**src/rtl/cla_pkg.sv**
```systemverilog
// Shared defaults and helpers for the pipelined carry-lookahead adder/subtractor.
//   CLA_WIDTH  default operand/result width
//   CLA_GROUP  default bits per lookahead group (one pipeline stage per group)
//   cla_nstg() number of pipeline stages (= latency in cycles) for a width/group pair
package cla_pkg;

   localparam int unsigned CLA_WIDTH = 16;
   localparam int unsigned CLA_GROUP = 4;

   function automatic int unsigned cla_nstg(int unsigned width, int unsigned group);
      return width / group;
   endfunction

endpackage

```
**src/rtl/cla_group.sv**
```systemverilog
// Combinational GROUP-bit carry-lookahead group.
//   a, b        group operand bits
//   c_in        carry into bit 0 of the group
//   s           group sum bits
//   c_out       carry out of the group's top bit
//   c_into_msb  carry into the group's top bit (used for signed overflow)
module cla_group #(
   parameter int unsigned GROUP = 4
) (
   input  logic [GROUP-1:0] a,
   input  logic [GROUP-1:0] b,
   input  logic             c_in,
   output logic [GROUP-1:0] s,
   output logic             c_out,
   output logic             c_into_msb
);

   logic [GROUP-1:0] g;
   logic [GROUP-1:0] p;
   logic [GROUP:0]   c;
   logic             term;

   assign g = a & b;
   assign p = a ^ b;

   // Every carry is a flat sum of products of g, p and c_in:
   //   c[i] = c_in&p[0]&..&p[i-1] | OR_j ( g[j]&p[j+1]&..&p[i-1] )
   // so no carry depends on a lower carry inside the group.
   always_comb begin
      c    = '0;
      term = 1'b0;
      c[0] = c_in;
      for (int i = 1; i <= GROUP; i++) begin
         term = c_in;
         for (int j = 0; j < i; j++) begin
            term = term & p[j];
         end
         c[i] = term;
         for (int j = 0; j < i; j++) begin
            term = g[j];
            for (int m = j + 1; m < i; m++) begin
               term = term & p[m];
            end
            c[i] = c[i] | term;
         end
      end
   end

   assign s          = p ^ c[GROUP-1:0];
   assign c_out      = c[GROUP];
   assign c_into_msb = c[GROUP-1];

endmodule

```
**src/rtl/pipelined_cla_addsub.sv**
```systemverilog
// Pipelined carry-lookahead adder/subtractor, one GROUP-bit group resolved per stage.
//   clk, rst_n           clock, asynchronous active-low reset
//   in_valid / in_ready  operand handshake (in_ready = pipe may advance)
//   a, b, cin, op_sub    operands; op_sub=1 computes a-b and ignores cin
//   out_valid/out_ready  result handshake
//   s, cout, ovf, zero   result, carry out (no-borrow in sub), signed overflow, result==0
// Latency is WIDTH/GROUP cycles; the whole pipe shifts together or holds together.
module pipelined_cla_addsub
   import cla_pkg::*;
#(
   parameter int unsigned WIDTH = CLA_WIDTH,
   parameter int unsigned GROUP = CLA_GROUP
) (
   input  logic             clk,
   input  logic             rst_n,
   input  logic             in_valid,
   output logic             in_ready,
   input  logic [WIDTH-1:0] a,
   input  logic [WIDTH-1:0] b,
   input  logic             cin,
   input  logic             op_sub,
   output logic             out_valid,
   input  logic             out_ready,
   output logic [WIDTH-1:0] s,
   output logic             cout,
   output logic             ovf,
   output logic             zero
);

   if (GROUP == 0 || (WIDTH % GROUP) != 0) begin : gen_bad_cfg
      $error("pipelined_cla_addsub: WIDTH must be a non-zero multiple of GROUP");
   end

   localparam int unsigned NSTG = cla_nstg(WIDTH, GROUP);

   // a_rem/b_rem are shifted down each stage so the next group is always in the low bits.
   typedef struct packed {
      logic             valid;
      logic [WIDTH-1:0] sum;
      logic [WIDTH-1:0] a_rem;
      logic [WIDTH-1:0] b_rem;
      logic             carry;
      logic             c_msb_in;
   } stage_t;

   stage_t           stg_in [NSTG];
   stage_t           stg_d  [NSTG];
   stage_t           stg_q  [NSTG];
   logic [GROUP-1:0] grp_s  [NSTG];
   logic             grp_co [NSTG];
   logic             grp_cm [NSTG];
   logic             adv;

   assign adv      = !stg_q[NSTG-1].valid || out_ready;
   assign in_ready = adv;

   // Stage inputs: stage 0 takes conditioned operands, later stages take the previous register.
   always_comb begin
      for (int k = 0; k < NSTG; k++) begin
         stg_in[k] = '0;
      end
      stg_in[0].valid = in_valid;
      stg_in[0].a_rem = a;
      stg_in[0].b_rem = op_sub ? ~b : b;
      stg_in[0].carry = op_sub ? 1'b1 : cin;
      for (int k = 1; k < NSTG; k++) begin
         stg_in[k] = stg_q[k-1];
      end
   end

   for (genvar k = 0; k < NSTG; k++) begin : gen_stage
      cla_group #(
         .GROUP(GROUP)
      ) u_grp (
         .a          (stg_in[k].a_rem[GROUP-1:0]),
         .b          (stg_in[k].b_rem[GROUP-1:0]),
         .c_in       (stg_in[k].carry),
         .s          (grp_s[k]),
         .c_out      (grp_co[k]),
         .c_into_msb (grp_cm[k])
      );
   end

   always_comb begin
      for (int k = 0; k < NSTG; k++) begin
         stg_d[k]                         = stg_in[k];
         stg_d[k].sum[k*GROUP +: GROUP]   = grp_s[k];
         stg_d[k].a_rem                   = stg_in[k].a_rem >> GROUP;
         stg_d[k].b_rem                   = stg_in[k].b_rem >> GROUP;
         stg_d[k].carry                   = grp_co[k];
         if (k == NSTG - 1) begin
            stg_d[k].c_msb_in = grp_cm[k];
         end
      end
   end

   always_ff @(posedge clk or negedge rst_n) begin
      if (!rst_n) begin
         for (int k = 0; k < NSTG; k++) begin
            stg_q[k] <= '0;
         end
      end else if (adv) begin
         for (int k = 0; k < NSTG; k++) begin
            stg_q[k] <= stg_d[k];
         end
      end
   end

   // Flags come straight off the last register; zero is qualified by valid so it reads 0 in reset.
   always_comb begin
      out_valid = stg_q[NSTG-1].valid;
      s         = stg_q[NSTG-1].sum;
      cout      = stg_q[NSTG-1].carry;
      ovf       = stg_q[NSTG-1].c_msb_in ^ stg_q[NSTG-1].carry;
      zero      = stg_q[NSTG-1].valid & ~|stg_q[NSTG-1].sum;
   end

   // Fully consumed operand bits and the non-final into-MSB carries are intentionally dropped.
   logic unused_bits;
   always_comb begin
      unused_bits = ^{stg_q[NSTG-1].a_rem, stg_q[NSTG-1].b_rem};
      for (int k = 0; k < NSTG - 1; k++) begin
         unused_bits = unused_bits ^ grp_cm[k];
      end
   end

endmodule

```
**config.mk**
```make
export PLATFORM = sky130hd
export DESIGN_NAME = pipelined_cla_addsub
export DESIGN_NICKNAME = d
export VERILOG_FILES = /design/src/rtl/cla_pkg.sv /design/src/rtl/cla_group.sv /design/src/rtl/pipelined_cla_addsub.sv
export SDC_FILE = /design/constraint.sdc
export NUM_CORES = 1
export LEC_CHECK = 0
export ABC_AREA = 1
export ABC_CLOCK_PERIOD_IN_PS = 2950
export CAP_MARGIN = 40
export CELL_PAD_IN_SITES_DETAIL_PLACEMENT = 1
export CELL_PAD_IN_SITES_GLOBAL_PLACEMENT = 1
export CORE_MARGIN = 3
export CORE_UTILIZATION = 45
export DETAILED_ROUTE_END_ITERATION = 12
export PLACE_DENSITY = 0.85
export SYNTH_ARGS = -nofsm -noshare
export SYNTH_HDL_FRONTEND = slang
export SYNTH_SLANG_ARGS = --single-unit
```
**constraint.sdc**
```tcl
create_clock -name clk -period 2.95 [get_ports clk]
set_clock_uncertainty 0.1 [all_clocks]
set_input_delay 0.7375 -clock clk [delete_from_list [all_inputs] [get_ports clk]]
set_output_delay 0.7375 -clock clk [all_outputs]
set_load 0.005 [all_outputs]
```
Yosys cells after proc, flatten, opt, wreduce, memory -nomap -nowiden

Cells that the tools add are included.

Flip-flop bits (word level): 97
Bits in latches: 0
Word-level logic and storage cells: 120
ROM bits: 0
Bits in writable memories: 0
Memories kept: 0
Output and inout bits: 21

Divide/modulo/power cells: 0
Multipliers: 0
Shift-type cells: 0
$add $sub $neg: 0
Bitwise gates (word level): 95
$lt $le $gt $ge: 0
Eq/ne operators: 0
Reduce and logical (&&, ||, !) cells: 4
Mux-type cells: 2

Operators with widths:

| operator           | count |
|---|---|
| $and A1 B1 Y1      | 41 |
| $or A1 B1 Y1       | 40 |
| $xor A4 B4 Y4      | 8 |
| $and A4 B4 Y4      | 4 |
| $mux W16           | 1 |
| $not A16 Y16       | 1 |
| $reduce_or A16 Y1  | 1 |
| $logic_not A1 Y1   | 2 |
| $logic_or A1 B1 Y1 | 1 |
| $mux W1            | 1 |
| $xor A1 B1 Y1      | 1 |

Logic depth before layout (Yosys ltp)

Gate-level depths: netlist (run 1).

Depth after elaboration: 11
Mapped depth: 12
Depth with buffers taken out: 10

By module

Synthesis (run 1) repeated with hierarchy kept, for this count alone.

Cells, all modules: 524
Area total of the unflattened synthesis: 4849.7 sq um

By module, submodules not included:

| module                              | area each (sq um) | times used | cells each |
|---|---|---|---|
| pipelined_cla_addsub                | 4103.9            | 1          | 420 |
| cla_group at gen_stage[0].u_grp ... | 182.7             | 3          | 25 |
| cla_group at gen_stage[3].u_grp     | 197.7             | 1          | 29 |

Least setup slack after synthesis (run 1)

No wires, ideal clock.

Kind: input-to-reg
Start point: input port op_sub
End point: register stg_q (netlist bit stg_d[139])
Library setup time: 0.118 ns
Data required time: 2.732 ns
Stages on the path: 12
Path slack: 0.523 ns
Data arrival time: 2.210 ns
Cell sequence: buf_4 > buf_6 > xnor2_1 > inv_1 > ha_1 > ha_1 > nand2_1 > nand3b_1 > nand2_1 > nand3_1 > nand3_1 > nand2_1

Cells in the longest elaborated chain, start to end: 9

RTL lines:

| element                       | RTL line                    | source |
|---|---|---|
| start, declared               | pipelined_cla_addsub.sv:21  | `input logic op_sub,` |
| $mux W16                      | pipelined_cla_addsub.sv:64  | `stg_in[0].b_rem = op_sub ? ~b : b;` |
| $xor A4 B4 Y4                 | cla_group.sv:24             | `assign p = a ^ b;` |
| $and A1 B1 Y1 (3 in a row)    | cla_group.sv:36             | `term = term & p[j];` |
| $or A1 B1 Y1 (3 in a row)     | cla_group.sv:44             | `c[i] = c[i] \| term;` |
| $xor A4 B4 Y4 (*)             | cla_group.sv:49             | `assign s = p ^ c[GROUP-1:0];` |
| end signal, assigned by index | pipelined_cla_addsub.sv:104 | `stg_q[k] <= stg_d[k];` |
| end, declared                 | pipelined_cla_addsub.sv:48  | `stage_t stg_q [NSTG];` |

Every way passes the cells marked *; elsewhere a longest branch is shown, timed or not.
A chain may end at the register's enable or synchronous reset.

Worst setup path after layout (run 1)

Start point: input port out_ready
End point: output port in_ready

Cells in the longest elaborated chain, start to end: 1

RTL lines:

| element            | RTL line                   | source |
|---|---|---|
| start, declared    | pipelined_cla_addsub.sv:23 | `input logic out_ready,` |
| $logic_or A1 B1 Y1 | pipelined_cla_addsub.sv:54 | `assign adv = !stg_q[NSTG-1].valid \|\| out_ready;` |
| end, declared      | pipelined_cla_addsub.sv:17 | `output logic in_ready,` |

Every way passes these cells.

==> results of run 1 <==
==> state kept, by name, summed over array words and instances (netlist names) <==
signal / flops
s: 16
out_valid: 1
stg_d: 51
stg_q: 1
cout: 1
stg_in: 27
==> worst max-delay path, delay by kind of cell <==
family,cells,cell delay [ns]
and+or+nand+nor,1,0.07
buffers and inverters,3,1.06
==> cells in the mapped netlist <==
cell type    n
xnor2_1     13
ha_1        20
dfrtp_1     97
nand2_1    199
xor2_1       8
a31oi_1      1
nor3b_1      1
nand3_1     12
inv_2        1
or2_2        1
nand4_1      1
inv_1       35
o21ai_1      3
buf_6        2
nor2_1      15
nor4_1       1
buf_2       11
nor3_1       1
fa_1         4
nor2_4       1
nand3b_1     4
clkbuf_1     7
o21ai_0     47
a21oi_1      3
buf_4       18
==> cell families (layout without fill, tap and decap cells) <==
kind of cell             Yosys count  after routing
flip-flops                        97             97
AO/OA/AOI/OAI                     54             54
adder cells (fa/ha/maj)           24             24
XOR/XNOR                          21             21
buffers and inverters             74            115
AND/OR/NAND/NOR                  236            236
==> layout make-up <==
| cell class | instances | area (um^2) | share of cell area (%) |
|---|---|---|---|
| clock buffer | 12 | 145 | 2.73 |
| clock inverter | 4 | 76.3 | 1.44 |
| inverter | 36 | 135 | 2.55 |
| multi-input combinational | 335 | 1720 | 32.4 |
| sequential | 97 | 2430 | 45.7 |
| tap | 129 | 161 | 3.04 |
| timing repair buffer | 63 | 641 | 12.1 |
==> power breakdown <==
part / internal (uW) / switching, uW
Sequential: 1920 / 360
Combinational: 846 / 1080
Clock: 504 / 453
Total: 3270 / 1890
==> metrics by stage <==
step	setup slack, ns	power (uW)	instance area (um^2)
6_report	0.234	5160	5310
5_1_grt	0.111	5600	5310
4_1_cts	0.210	5240	5310
3_5_place_dp	0.133	4240	5090
3_3_place_gp	0.243	4030	5070
2_1_floorplan	0.523	3580	4520
==> per-layer routing <==
layer | up-vias | routed length (um)
met5 | - | 0
met4 | 0 | 121
li1 | 1622 | -
met3 | 10 | 393
met1 | 1618 | 4440
met2 | 73 | 4800
==> worst paths after layout <==
kind	startpoint	to	cells after the start
min in group clk	stg_d[107]$_DFFE_PN0P_	stg_in[56]$_DFFE_PN0P_	2
max reg2reg	out_valid$_DFFE_PN0P_	stg_d[56]$_DFFE_PN0P_	6
max	out_ready	in_ready	4
min reg2reg	stg_d[107]$_DFFE_PN0P_	stg_in[56]$_DFFE_PN0P_	2
max in group asynchronous	rst_n	stg_in[2]$_DFFE_PN0P_	2
min	rst_n	stg_in[104]$_DFFE_PN0P_	1
==> layout by cell type, fill, tap and decap left out <==
master / instances
a21oi_1: 3
a31oi_1: 1
buf_12: 2
buf_4: 4
bufinv_16: 2
clkbuf_1: 2
clkbuf_8: 10
clkdlybuf4s50_1: 57
clkinv_4: 1
clkinvlp_4: 1
dfrtp_1: 97
fa_1: 4
ha_1: 20
inv_1: 35
inv_2: 1
nand2_1: 199
nand3_1: 12
nand3b_1: 4
nand4_1: 1
nor2_1: 15
nor2_4: 1
nor3_1: 1
nor3b_1: 1
nor4_1: 1
o21ai_0: 47
o21ai_1: 3
or2_2: 1
xnor2_1: 13
xor2_1: 8
==> results by group, run 1 <==
Status
  – Run status: finished, final reports clean

Layout
  – Fillers: 1114
  – Area grow syn2layout: 17.3%
  – Share of cells above drive strength 1: 4.20%
  – Fin cells: 676
  – Layout Utilization: a little under three fifths
  – Fin nets: between 600 and 700
  – Ant diodes: 0

Yosys
  – Yosys top cell area share: 53.7%
  – Post-synthesis adder-cell area fraction: 7.30%
  – Synth top area cells: dfrtp_1 (54%), nand2_1 (17%), ha_1 (5.5%)
  – Synth Area in Compound Gates: roughly 6.0%
  – Largest family of logic cells by synthesized area: simple AND/OR/NAND/NOR gates
  – Area share of and/or/nand/nor cells after synthesis: 20.7%
  – YS warnings: 0
  – Yosys reg bits: 97
  – Post-Synthesis Cells: between 500 and 600
  – Number of library cell types mapped by synthesis: 25
  – Synth Cell Area: 4520 um^2
  – Syn_area_per_cell: 8.94 um^2
  – XOR/XNOR Fraction of Synth Area: 4.07%
  – Sequential area share after synthesis: 53.7%
  – Net Count, Synth: 568
  – Mux contribution to synthesized area: 0%
  – Dominant cell type by area after synthesis: dfrtp_1

Worst setup path
  – Startpoint Class: primary input
  – Worst Setup End Kind: primary output
  – Worst Path Required: roughly 2.1 ns
  – Worst reg2reg setup slack: 1.09 ns
  – Setup CP Type: primary input to primary output
  – Critical Path, Cell by Cell: clkdlybuf4s50_1, nor2_4, inv_2, clkdlybuf4s50_1
  – Crit-path max cell delay: 0.51 ns
  – Most frequent cell on the critical path: clkdlybuf4s50_1
  – Crit-path slowest cell: clkdlybuf4s50_1
  – Crit path DAT: 1.88 ns
  – CP max FO: 2

Die
  – Core area: approximately 9500 um^2
  – Initial Util: 47.6%
  – Die Ht: 106 um
  – Core Rows: 35
  – Top Ports: 59
  – Die Footprint: roughly 11000 um^2
  – Die X: about 110 um

Power
  – Peak supply drop: 0.322 mV
  – Pleak: 0.00260 uW
  – PwrDens: 972 nW/um^2

Min path
  – Hold Crit Class: primary input to async pin

Drt
  – Remaining DRCs: 0
  – Wire per inst: 14.4 um
  – Final wirelength: 9750 um
  – Vias per cell: 4.92
  – DR iter-0 viols: 157
  – Routed Antenna Nets: 0
  – Vias: ~3.3k
  – Drt pass-1 iters: 4

Timing
  – Setup Viol. Count Final: 0
  – Crit path time final: 2.72 ns
  – Final hold viol count: 0
  – Fmax: 368 MHz
  – Crit share post-route: between 90% and 100%
  – Fin Hold WS: 0.300 ns
  – Unrepaired setup endpoints after global routing: no
  – Actual slew at the worst max-slew pin: 0.843 ns
  – Final TNS setup: 0 ns
  – Slew Limit Fails: 0
  – Slew HR: 43.8%

Global route
  – M3 GR Usage: 3.76%
  – Met2 GRT Util: about a third
  – Initial antenna violation count: 0
  – All-Layer GR Usage: between 10% and 20%
  – Vias in the first global route: roughly 3.5k
  – Layer carrying the most global-route usage: met2
  – Met1 Use GR: between 20% and 30%
  – Largest net degree at the start of global routing: 89
  – GR Overflow Total: 0
  – First-pass GRT wire length: between 15000 and 20000 um

CTS
  – CTS tree: yes
  – Post-CTS Hold Buffers: 0
  – CTS Buf Count: 9
  – Clock-pin slew on the worst setup and hold paths: 0.09 ns
  – Clock buffer depth: 2
  – CTS root buf: clkbuf_8
  – H-tree Lvls: 3
  – Resized Gates After CTS: 0
  – Worst-Skew Late Latency: 0.35 ns
  – Post-CTS Setup Inserts: 0
  – Clock sinks: 97

Placed design
  – Port Buffers: 58
  – Placer's final routability congestion estimate: 0.784
  – # placed instances: between 600 and 700
  – Detailed Place HPWL: 6800 um

Run
  – Max-cap check violation count: 0
Note: power is estimated with default switching activity, not from simulation.
==> inputs of run 2 (changes only) <==
Settings changed: CAP_MARGIN 40 to 20, TNS_END_PERCENT from default to 20.
==> run 2 against run 1 <==
  * Global-route usage is 0.25 points higher
  * Register-to-register slack worse by 0.04 ns
  * Via count is 0.66% lower
  * Core utilization is 0.21 points lower
  * Sequential power hardly changed
  * Flip-flop and latch count stayed put
  * Die area stayed put
  * Non-clock buffer count is 1 lower
==> results by group, run 2 (same netlist as run 1, synthesis figures left out) <==
Status
  – Run status: finished, final reports clean

Drt
  – Final wirelength: 9750 um (about the same)
  – Wire per inst: 14.5 um (+0.16%)
  – Vias per cell: 4.89 (-0.51%)
  – Routed Antenna Nets: 0 (unchanged)
  – DR iter-0 viols: 101 (-36%)
  – Drt pass-1 iters: 5 (+1)
  – Vias: 3301 (-0.66%)
  – Remaining DRCs: 0 (unchanged)

Die
  – Top Ports: 59 (unchanged)
  – Core Rows: 35 (unchanged)
  – Die X: 106 um (unchanged)
  – Core area: 9500 um^2 (unchanged)
  – Initial Util: 47.6% (unchanged)
  – Die Footprint: 11300 um^2 (unchanged)
  – Die Ht: 106 um (unchanged)

Worst setup path
  – Worst Setup End Kind: primary output
  – Most frequent cell on the critical path: nor2_1
  – Critical Path, Cell by Cell: nor2_1, nand3_1, nor2_1, nand2_1, nor3b_1, clkdlybuf4s50_1
  – R2r worst-path depth: 4 (-2)
  – Top delay family on crit path: simple AND/OR/NAND/NOR gates
  – Setup CP Type: flip-flop to primary output
  – CP max FO: 3 (+1)
  – Crit-path slowest cell: clkdlybuf4s50_1
  – Crit path DAT: 1.88 ns (about the same)
  – WP buf/inv: 1 (-2)
  – WP depth: 6 (+2)
  – Crit-path max cell delay: 0.53 ns (+0.02 ns)
  – Startpoint Class: flip-flop
  – Worst Path Required: 2.11 ns (about the same)

Global route
  – All-Layer GR Usage: 18.6% (+0.25 points)
  – Vias in the first global route: 3501 (-1.4%)
  – GR Overflow Total: 0 (unchanged)
  – First-pass GRT wire length: 16900 um (+0.70%)
  – Largest net degree at the start of global routing: 106 (+19%)
  – Initial antenna violation count: 0 (unchanged)

Timing
  – Unrepaired setup endpoints after global routing: no
  – Slew HR: 35.3% (-8.5 points)
  – Fmax: 369 MHz (+0.10%)
  – Setup Viol. Count Final: 0 (unchanged)
  – Slew Limit Fails: 0 (unchanged)
  – Actual slew at the worst max-slew pin: 0.971 ns (+0.128 ns)
  – Crit path time final: 2.71 ns (-0.00272 ns)
  – Final TNS setup: 0 ns (unchanged)
  – Crit share post-route: 92.0% (-0.092 points)
  – Final hold viol count: 0 (unchanged)
  – Fin Hold WS: 0.294 ns (-0.00636 ns)

Min path
  – Hold Crit Class: primary input to async pin

CTS
  – Resized Gates After CTS: 0 (unchanged)
  – H-tree Lvls: 3 (unchanged)
  – CTS root buf: clkbuf_8
  – Post-CTS Hold Buffers: 0 (unchanged)
  – CTS tree: yes
  – CTS Buf Count: 9 (unchanged)
  – Clock buffer depth: 2 (unchanged)
  – Post-CTS Setup Inserts: 0 (unchanged)
  – Clock-pin slew on the worst setup and hold paths: 0.09 ns (about the same)
  – Clock sinks: 97 (unchanged)
  – Worst-Skew Late Latency: 0.36 ns (about the same)

Power
  – Psw: 1900 uW (+0.36%)
  – Clk pwr share: 18.7% (+0.2 points)
  – Pleak: 0.00259 uW (-0.34%)
  – Flop pwr share: 44.3% (about the same)
  – PwrDens: 976 nW/um^2 (+0.35%)
  – Peak supply drop: 0.458 mV (+42%)
  – Sw frac: 36.8% (+0.14 points)
  – Internal Power: 3260 uW (-0.25%)
  – Logic pwr share: 37.0% (-0.3 points)

Layout
  – Max reg flops: 51 (unchanged)
  – Area grow syn2layout: 16.9%
  – Finished layout cell area: 5290 um^2 (-0.38%)
  – Most frequent cells in the layout: nand2_1 (199), dfrtp_1 (97), clkdlybuf4s50_1 (57)
  – Share of cells above drive strength 1: 4.03% (-0.18 points)
  – Layout Utilization: 55.6% (-0.21 points)
  – Commonest non-fill, non-tap cell in the layout: nand2_1
  – Fillers: 1139 (+2.2%)
  – Ant diodes: 0 (unchanged)
  – Fin nets: 603 (-0.17%)
  – Fin cells: 675 (-0.15%)

Placed design
  – # placed instances: 659 (-0.15%)
  – Placed Area: 5070 um^2 (-0.39%)
  – Port Buffers: 58 (unchanged)
  – Placer's final routability congestion estimate: 0.784 (unchanged)
  – Detailed Place HPWL: 6690 um (-1.6%)

Run
  – Max-cap check violation count: 0 (unchanged)
## run 2: changes by cell type in the layout (fill, tap and decap cells not counted)
cell	change
buf_12	-1
## run 2: worst paths after layout
path,start,endpoint,slack (ns)
min in group clk,stg_d[107]$_DFFE_PN0P_,stg_in[56]$_DFFE_PN0P_,0.38
max in group asynchronous,rst_n,stg_in[5]$_DFFE_PN0P_,1.77
min,rst_n,stg_in[121]$_DFFE_PN0P_,0.29
min reg2reg,stg_d[107]$_DFFE_PN0P_,stg_in[56]$_DFFE_PN0P_,0.38
max reg2reg,out_valid$_DFFE_PN0P_,stg_d[108]$_DFFE_PN0P_,1.05
max,s[10]$_DFFE_PN0P_,zero,0.24
## run 2: stage by stage
stage | total power [uW] | setup slack (ns)
2_1_floorplan | 3580 | 0.523
3_3_place_gp | 4030 | 0.243
3_5_place_dp | 4230 | 0.131
4_1_cts | 5230 | 0.188
5_1_grt | 5610 | 0.0413
6_report | 5160 | 0.237
## run 2: per-layer routing
layer  up-vias  share of wire [%]  GRT usage (%)
li1       1620                  -              -
met1      1606                 45           24.0
met2        65                 50           31.9
met3        10                3.6           3.64
met4         0                1.1           5.27
met5         -                  0              0
## run 2: layout make-up
class | instances | area (um^2) | share of cell area (%)
multi-input combinational | 335 | 1720 | 32.6
timing repair buffer | 62 | 621 | 11.7
tap | 129 | 161 | 3.05
inverter | 36 | 135 | 2.56
clock inverter | 4 | 76.3 | 1.44
clock buffer | 12 | 145 | 2.74
sequential | 97 | 2430 | 45.9
## run 2: worst reg2reg max path, delay by kind of cell, from the launching register on
family                 cells  cell delay (ns)
AO/OA/AOI/OAI              1             0.34
flip-flops                 1             0.36
AND/OR/NAND/NOR            1             0.12
buffers and inverters      2             0.80
## run 2: power groups by stage
stage               registers (uW)  logic [uW]  clock network [uW]
CTS                           2290        1960                 985
global route                  2360        2200                1050
detailed placement            2310        1920                   0
finish                        2290        1910                 964
floorplan                     2190        1390                   0
global placement              2260        1770                   0
